==> src/rtl/qsched_pkg.sv <==
// Shared constants, scheduler state encoding and the round-robin pick helper
// used by the queue scheduler and its per-queue shift buffers.
package qsched_pkg;

  localparam int NQ      = 4;
  localparam int DEPTH   = 6;
  localparam int PAY_W   = 2;
  localparam int QID_W   = 2;
  localparam int CNT_W   = 3;
  localparam int ENTRY_W = 3;
  localparam int IMAGE_W = DEPTH * ENTRY_W;

  typedef enum logic {
    S_IDLE = 1'b0,
    S_HOLD = 1'b1
  } sched_state_e;

  typedef struct packed {
    logic             found;
    logic [QID_W-1:0] qid;
  } grant_t;

  // Search last+1, last+2, ... wrapping; the nearest non-empty queue wins.
  function automatic grant_t rr_pick(input logic [NQ-1:0]    nonempty,
                                     input logic [QID_W-1:0] last);
    grant_t           g;
    logic [QID_W-1:0] idx;
    g = '0;
    for (int k = NQ; k >= 1; k--) begin
      idx = last + QID_W'(k);
      if (nonempty[idx]) begin
        g.found = 1'b1;
        g.qid   = idx;
      end
    end
    return g;
  endfunction

endpackage

==> src/rtl/shift_queue.sv <==
// One scheduler queue: a shift-down buffer, slot 0 oldest. A push into a full
// queue without a same-edge pop discards the oldest entry and sets a sticky drop.
module shift_queue
  import qsched_pkg::*;
#(
  parameter int DEPTH = qsched_pkg::DEPTH
) (
  input  logic                       clk,
  input  logic                       rst_n,
  input  logic                       i_push,
  input  logic [PAY_W-1:0]           i_data,
  input  logic                       i_pop,
  output logic                       o_full,
  output logic                       o_empty,
  output logic [CNT_W-1:0]           o_count,
  output logic [PAY_W-1:0]           o_head,
  output logic [DEPTH*ENTRY_W-1:0]   o_image,
  output logic                       o_drop
);

  logic [PAY_W-1:0] r_slot [DEPTH];
  logic [CNT_W-1:0] r_count;
  logic             r_drop;

  logic [PAY_W-1:0] w_slot_nxt [DEPTH];
  logic [CNT_W-1:0] w_count_nxt;
  logic             w_drop_nxt;
  logic [PAY_W-1:0] w_shift [DEPTH];

  assign o_full  = (r_count == CNT_W'(DEPTH));
  assign o_empty = (r_count == '0);
  assign o_count = r_count;
  assign o_head  = r_slot[0];
  assign o_drop  = r_drop;

  always_comb begin
    for (int i = 0; i < DEPTH - 1; i++) w_shift[i] = r_slot[i+1];
    w_shift[DEPTH-1] = r_slot[DEPTH-1];
  end

  // NOTE: every output of this block gets a default first, so no path leaves
  // a signal unassigned and no latch is inferred.
  always_comb begin
    w_slot_nxt  = r_slot;
    w_count_nxt = r_count;
    w_drop_nxt  = r_drop;
    if (i_pop && !i_push) begin
      w_slot_nxt  = w_shift;
      w_count_nxt = r_count - CNT_W'(1);
    end else if (i_pop && i_push) begin
      w_slot_nxt                          = w_shift;
      w_slot_nxt[r_count - CNT_W'(1)]     = i_data;
    end else if (i_push && !o_full) begin
      w_slot_nxt[r_count] = i_data;
      w_count_nxt         = r_count + CNT_W'(1);
    end else if (i_push) begin
      w_slot_nxt           = w_shift;
      w_slot_nxt[DEPTH-1]  = i_data;
      w_drop_nxt           = 1'b1;
    end
  end

  // NOTE: the storage is reset along with the count because the images must
  // read all-zero during reset; sequential state is written with <= only.
  always_ff @(posedge clk or negedge rst_n) begin
    if (!rst_n) begin
      for (int i = 0; i < DEPTH; i++) r_slot[i] <= '0;
      r_count <= '0;
      r_drop  <= 1'b0;
    end else begin
      r_slot  <= w_slot_nxt;
      r_count <= w_count_nxt;
      r_drop  <= w_drop_nxt;
    end
  end

  // Slots at or above the occupancy read as empty regardless of stale payload.
  always_comb begin
    o_image = '0;
    for (int i = 0; i < DEPTH; i++) begin
      if (CNT_W'(i) < r_count) o_image[ENTRY_W*i +: ENTRY_W] = {r_slot[i], 1'b1};
    end
  end

endmodule

==> src/rtl/queue_scheduler.sv <==
// Four input queues drained round-robin into a single registered output slot
// with valid/ready handshake; grants are decided from registered occupancy.
module queue_scheduler
  import qsched_pkg::*;
#(
  parameter int NQ    = qsched_pkg::NQ,
  parameter int DEPTH = qsched_pkg::DEPTH
) (
  input  logic        clk,
  input  logic        rst_n,
  input  logic        in_valid,
  input  logic [3:0]  in_data,
  input  logic        out_ready,
  output logic        out_valid,
  output logic [1:0]  out_qid,
  output logic [1:0]  out_data,
  output logic [11:0] occ_o,
  output logic [3:0]  drop_o,
  output logic [17:0] buffer1_o,
  output logic [17:0] buffer2_o,
  output logic [17:0] buffer3_o,
  output logic [17:0] buffer4_o
);

  sched_state_e     r_state, w_state_nxt;
  logic [QID_W-1:0] r_ptr;
  logic [QID_W-1:0] r_qid;
  logic [PAY_W-1:0] r_data;

  logic [NQ-1:0]              w_pop;
  logic [NQ-1:0]              w_full;
  logic [NQ-1:0]              w_empty;
  logic [CNT_W-1:0]           w_count [NQ];
  logic [PAY_W-1:0]           w_head  [NQ];
  logic [DEPTH*ENTRY_W-1:0]   w_image [NQ];
  logic                       w_take;
  grant_t                     w_grant;

  for (genvar g = 0; g < NQ; g++) begin : g_queue
    shift_queue #(.DEPTH(DEPTH)) u_queue (
      .clk     (clk),
      .rst_n   (rst_n),
      .i_push  (in_valid && (in_data[3:2] == QID_W'(g))),
      .i_data  (in_data[1:0]),
      .i_pop   (w_pop[g]),
      .o_full  (w_full[g]),
      .o_empty (w_empty[g]),
      .o_count (w_count[g]),
      .o_head  (w_head[g]),
      .o_image (w_image[g]),
      .o_drop  (drop_o[g])
    );
    assign occ_o[CNT_W*g +: CNT_W] = w_count[g];

    always_comb assert (!(w_full[g] && w_empty[g]));
  end

  assign buffer1_o = w_image[0];
  assign buffer2_o = w_image[1];
  assign buffer3_o = w_image[2];
  assign buffer4_o = w_image[3];

  assign w_grant = rr_pick(~w_empty, r_ptr);

  always_comb begin
    w_state_nxt = r_state;
    w_pop       = '0;
    w_take      = 1'b0;
    if (r_state == S_IDLE || out_ready) begin
      if (w_grant.found) begin
        w_pop[w_grant.qid] = 1'b1;
        w_take             = 1'b1;
        w_state_nxt        = S_HOLD;
      end else begin
        w_state_nxt = S_IDLE;
      end
    end
  end

  // Pointer resets to the last queue so the first grant after reset is queue 1.
  always_ff @(posedge clk or negedge rst_n) begin
    if (!rst_n) begin
      r_state <= S_IDLE;
      r_ptr   <= QID_W'(NQ - 1);
      r_qid   <= '0;
      r_data  <= '0;
    end else begin
      r_state <= w_state_nxt;
      if (w_take) begin
        r_ptr  <= w_grant.qid;
        r_qid  <= w_grant.qid;
        r_data <= w_head[w_grant.qid];
      end
    end
  end

  assign out_valid = (r_state == S_HOLD);
  assign out_qid   = r_qid;
  assign out_data  = r_data;

endmodule

==> config.mk <==
export PLATFORM = sky130hd
export DESIGN_NAME = queue_scheduler
export DESIGN_NICKNAME = d
export VERILOG_FILES = /design/src/rtl/qsched_pkg.sv /design/src/rtl/shift_queue.sv /design/src/rtl/queue_scheduler.sv
export SDC_FILE = /design/constraint.sdc
export NUM_CORES = 1
export LEC_CHECK = 0
export ABC_AREA = 1
export BUFFER_PORTS_ARGS = -buffer_cell sky130_fd_sc_hd__clkbuf_2
export CELL_PAD_IN_SITES_DETAIL_PLACEMENT = 2
export CELL_PAD_IN_SITES_GLOBAL_PLACEMENT = 2
export CORE_UTILIZATION = 34
export CTS_CLUSTER_SIZE = 10
export DETAILED_ROUTE_END_ITERATION = 10
export MAX_ROUTING_LAYER = met4
export PLACE_DENSITY = 0.9
export REMOVE_ABC_BUFFERS = 1
export SLEW_MARGIN = 20
export SYNTH_ARGS = -nofsm -noshare
export SYNTH_HDL_FRONTEND = slang
export SYNTH_HIERARCHICAL = 1
export SYNTH_SLANG_ARGS = --single-unit
==> constraint.sdc <==
create_clock -name clk -period 7.8 [get_ports clk]
set_input_delay 0.39 -clock clk [delete_from_list [all_inputs] [get_ports clk]]
set_output_delay 0.39 -clock clk [all_outputs]
set_load 0.03 [all_outputs]
==> results.md <==
- Routed wl met3: 711 microns
- Clk pin slew, worst setup/hold paths: 0.06 ns
- Hold WC Path Type: input port to async pin
- Top cells by count, synth: nand2_1, inv_1, nor2_1
- Boundary Pins: 101
- CP Launch Type: register
- Nets: 1105
- Initial antenna violation count: 0
- Uppermost layer routed: met4
- Switching part of the total: 60.6%
- Detail Placement HPWL: 17200 microns
- Initial drt markers: 219
- Rel. slew slack: 33.0%
- Yosys top cell area share: 26.6%
- Slew @ Worst Pin: 1.00 ns
- Vias in the first global route: 7246
- Post-synthesis sequential area ratio: 27.4%
- Logic pwr share: 67.0%
- Clk_skew: 0.0119 ns
- PD cells: 499 nW/um^2
- Largest net degree at the start of global routing: 72
- CP required: 8.08 ns
- Post-synth top area cell: dfrtp_1
- Clock Power Share: 11.2%
- Max cap viols: 0
- Run status: completed
- R2r worst-path depth: 21
- Worst setup EP type: register
- Die ar.: 19700 sq um
- Syn Area/Cell: 6.52 sq um
- Final Slew Violations: 0
- Sum Neg Setup Slack: 0 ns
- Final setup violation count: 0
- Critical path type: register to register
- Placed cells: 1300
- CTS tree: built
- FP Rows: 50
- Initial Util: 34.7%
- Met2 Wirelength: 11500 microns
- Non-Filler Instances: 1316
- Synth area leaders: dfrtp_1, nand2_1, inv_1, nor2_1, nand3_1
- Crit Path Max Fanout: 13
- Vias: 6668
- Clk sinks: 71
- Wl on met1: 10300 microns
- H-tree Lvls: 3
- Cells after synthesis: 996
- Die Wd: 140 microns
- Tcrit/Tclk final: 48.3%
- VDD IR-drop max: 0.184 mV
- Antenna Nets Post-Route: 0
- Clk Latency, worst-skew pair: 0.35 ns
- Total congestion overflow: 0
- WL/cell: 17.4 microns
- Diode count: 0
- Switching power: 0.00221 W
- DR pass1 iterations: 4
- LEAKAGE: 4.11 nW
- Tmin final: 3.77 ns
- TritonCTS Buffers: 9
- Final instance area: 7290 sq um
- Resized cells post-CTS: 0
- Final Hold Fails: 0
- DRC: 0
- Gpl congestion: 0.866
- CTS hold repair buffers: 0
- Post-CTS setup buffer count: 0
- Fmax: 266 MHz
- Global-route wire length before repair: 38300 microns
- Yosys warnings: 6
- Unique masters post-synth: 37
- Sequential share of power: 21.7%
- Synth-to-layout area growth: 12.2%
- Final WL: 22900 microns
- Number of synthesized flops with an enable pin: 0
- Int Power: 0.00143 W
- Worst Path Arrival: 4.05 ns
- RSZ-0062 raised after global routing: false
- Yosys reg bits: 71
- Total power: 0.00364 W
- Dpl cell area: 7010 sq um
- Placeable Area: 18700 sq um
- Post-Syn Area: 6500 sq um
- Die Span Y: 140 microns
- Clock Tree Root: clkbuf_16
- Count leader, synth: nand2_1
- Vias per Instance: 5.07
- Layout cells sized above 1: 21.2%
- Clock tree buffer depth: 2
- # port buffers: 100
- Synth Flop Type: dfrtp_1
- Async S/R FF share, synth: 100%
- GRT Overall Usage: 25.3%
==> worst paths after layout <==
path | from | slack, ns | end
max | g_queue[3].u_queue/o_count[0]$_DFFE_PN0P_ | 4.03 | g_queue[3].u_queue/r_slot[2]$_DFFE_PN0P_
min | rst_n | 0.22 | g_queue[1].u_queue/r_slot[3]$_DFFE_PN0P_
max reg2reg | g_queue[3].u_queue/o_count[0]$_DFFE_PN0P_ | 4.03 | g_queue[3].u_queue/r_slot[2]$_DFFE_PN0P_
min reg2reg | g_queue[2].u_queue/r_slot[3]$_DFFE_PN0P_ | 0.48 | g_queue[2].u_queue/r_slot[3]$_DFFE_PN0P_
max in group asynchronous | rst_n | 6.95 | g_queue[2].u_queue/r_slot[4]$_DFFE_PN0P_
min in group clk | out_ready | 0.43 | out_valid$_DFFE_PN0P_
==> critical path: stages, from the launching register on <==
cell and delay, ns:
dfrtp_1 0.69, clkinv_2 0.28, ha_1 0.27, inv_1 0.05, nor2_1 0.06, nand2_1 0.17, nand3_2 0.11, nand2_1 0.12
inv_1 0.08, nand2_2 0.09, nand3_4 0.12, nand2_4 0.14, nand2_2 0.09, nor2_1 0.43, inv_2 0.19, nor2_4 0.18
nand3_1 0.18, nand2_1 0.17, nand2_1 0.07, nand2_1 0.09, nand2_1 0.06, nand2_1 0.07
==> layout make-up <==
class                           count  area, sq um
Clock inverter                      3         17.5
Fill cell                        2339        11400
Clock buffer                       13          260
Inverter                          162          616
Multi-Input combinational cell    729         3790
Timing Repair Buffer              104          533
Sequential cell                    71         1780
Tap cell                          234          293
==> sequential cells by signal (all words and copies together), names as in the netlist <==
| name | count |
|---|---|
| g_queue.u_queue/r_slot | 40 |
| g_queue.u_queue/o_count | 12 |
| g_queue.u_queue/o_head | 8 |
| g_queue.u_queue/o_drop | 4 |
| out_data | 2 |
| out_qid | 2 |
| r_ptr | 2 |
| out_valid | 1 |
==> per-layer routing <==
layer	up-vias	GRT usage, %
met5	-	-
met4	0	7.81
met3	24	3.45
met2	109	44.4
met1	3307	29.9
li1	3228	-
==> power by group through the flow <==
stage	clock network [W]	registers, W	logic (W)
3_3_place_gp	0	0.000786	0.00231
4_1_cts	0.000424	0.000793	0.00247
3_5_place_dp	0	0.000798	0.00243
5_1_grt	0.000434	0.000818	0.00269
6_report	0.000409	0.000791	0.00244
2_1_floorplan	0	0.000829	0.00166
==> cells by family after synthesis <==
logic type,synth area share [%]
xor gates and xnor gates,0.539
AOI/OAI and AO/OA,7.94
and+or+nand+nor,46.0
DFF,27.4
buffers and inverters,14.3
adders and majority gates,3.85
==> stage by stage <==
step | hold slack [ns] | utilization, % | setup slack (ns)
2_1_floorplan | 0.0944 | - | 4.72
3_3_place_gp | 0.462 | 37.5 | 4.26
3_5_place_dp | 0.470 | 37.5 | 4.11
4_1_cts | 0.258 | 39.0 | 4.05
5_1_grt | 0.292 | 39.0 | 3.69
6_report | 0.218 | 39.0 | 4.03
==> placed cells by master (no fill, tap or decap), drive strengths merged <==
cell and n:
o21ai 42, clkinvlp 1, or2 4, xor2 4
nand4 16, o21bai 4, nand3 90, dfstp 2
clkinv 6, nand2 353, nand3b 5, nor3b 4
dfrtp 69, clkbuf 112, nor2 135, nor3 17
a21oi 30, inv 158, o221ai 4, a21boi 1
buf 5, ha 20
Power figures use the tool's default switching activity.
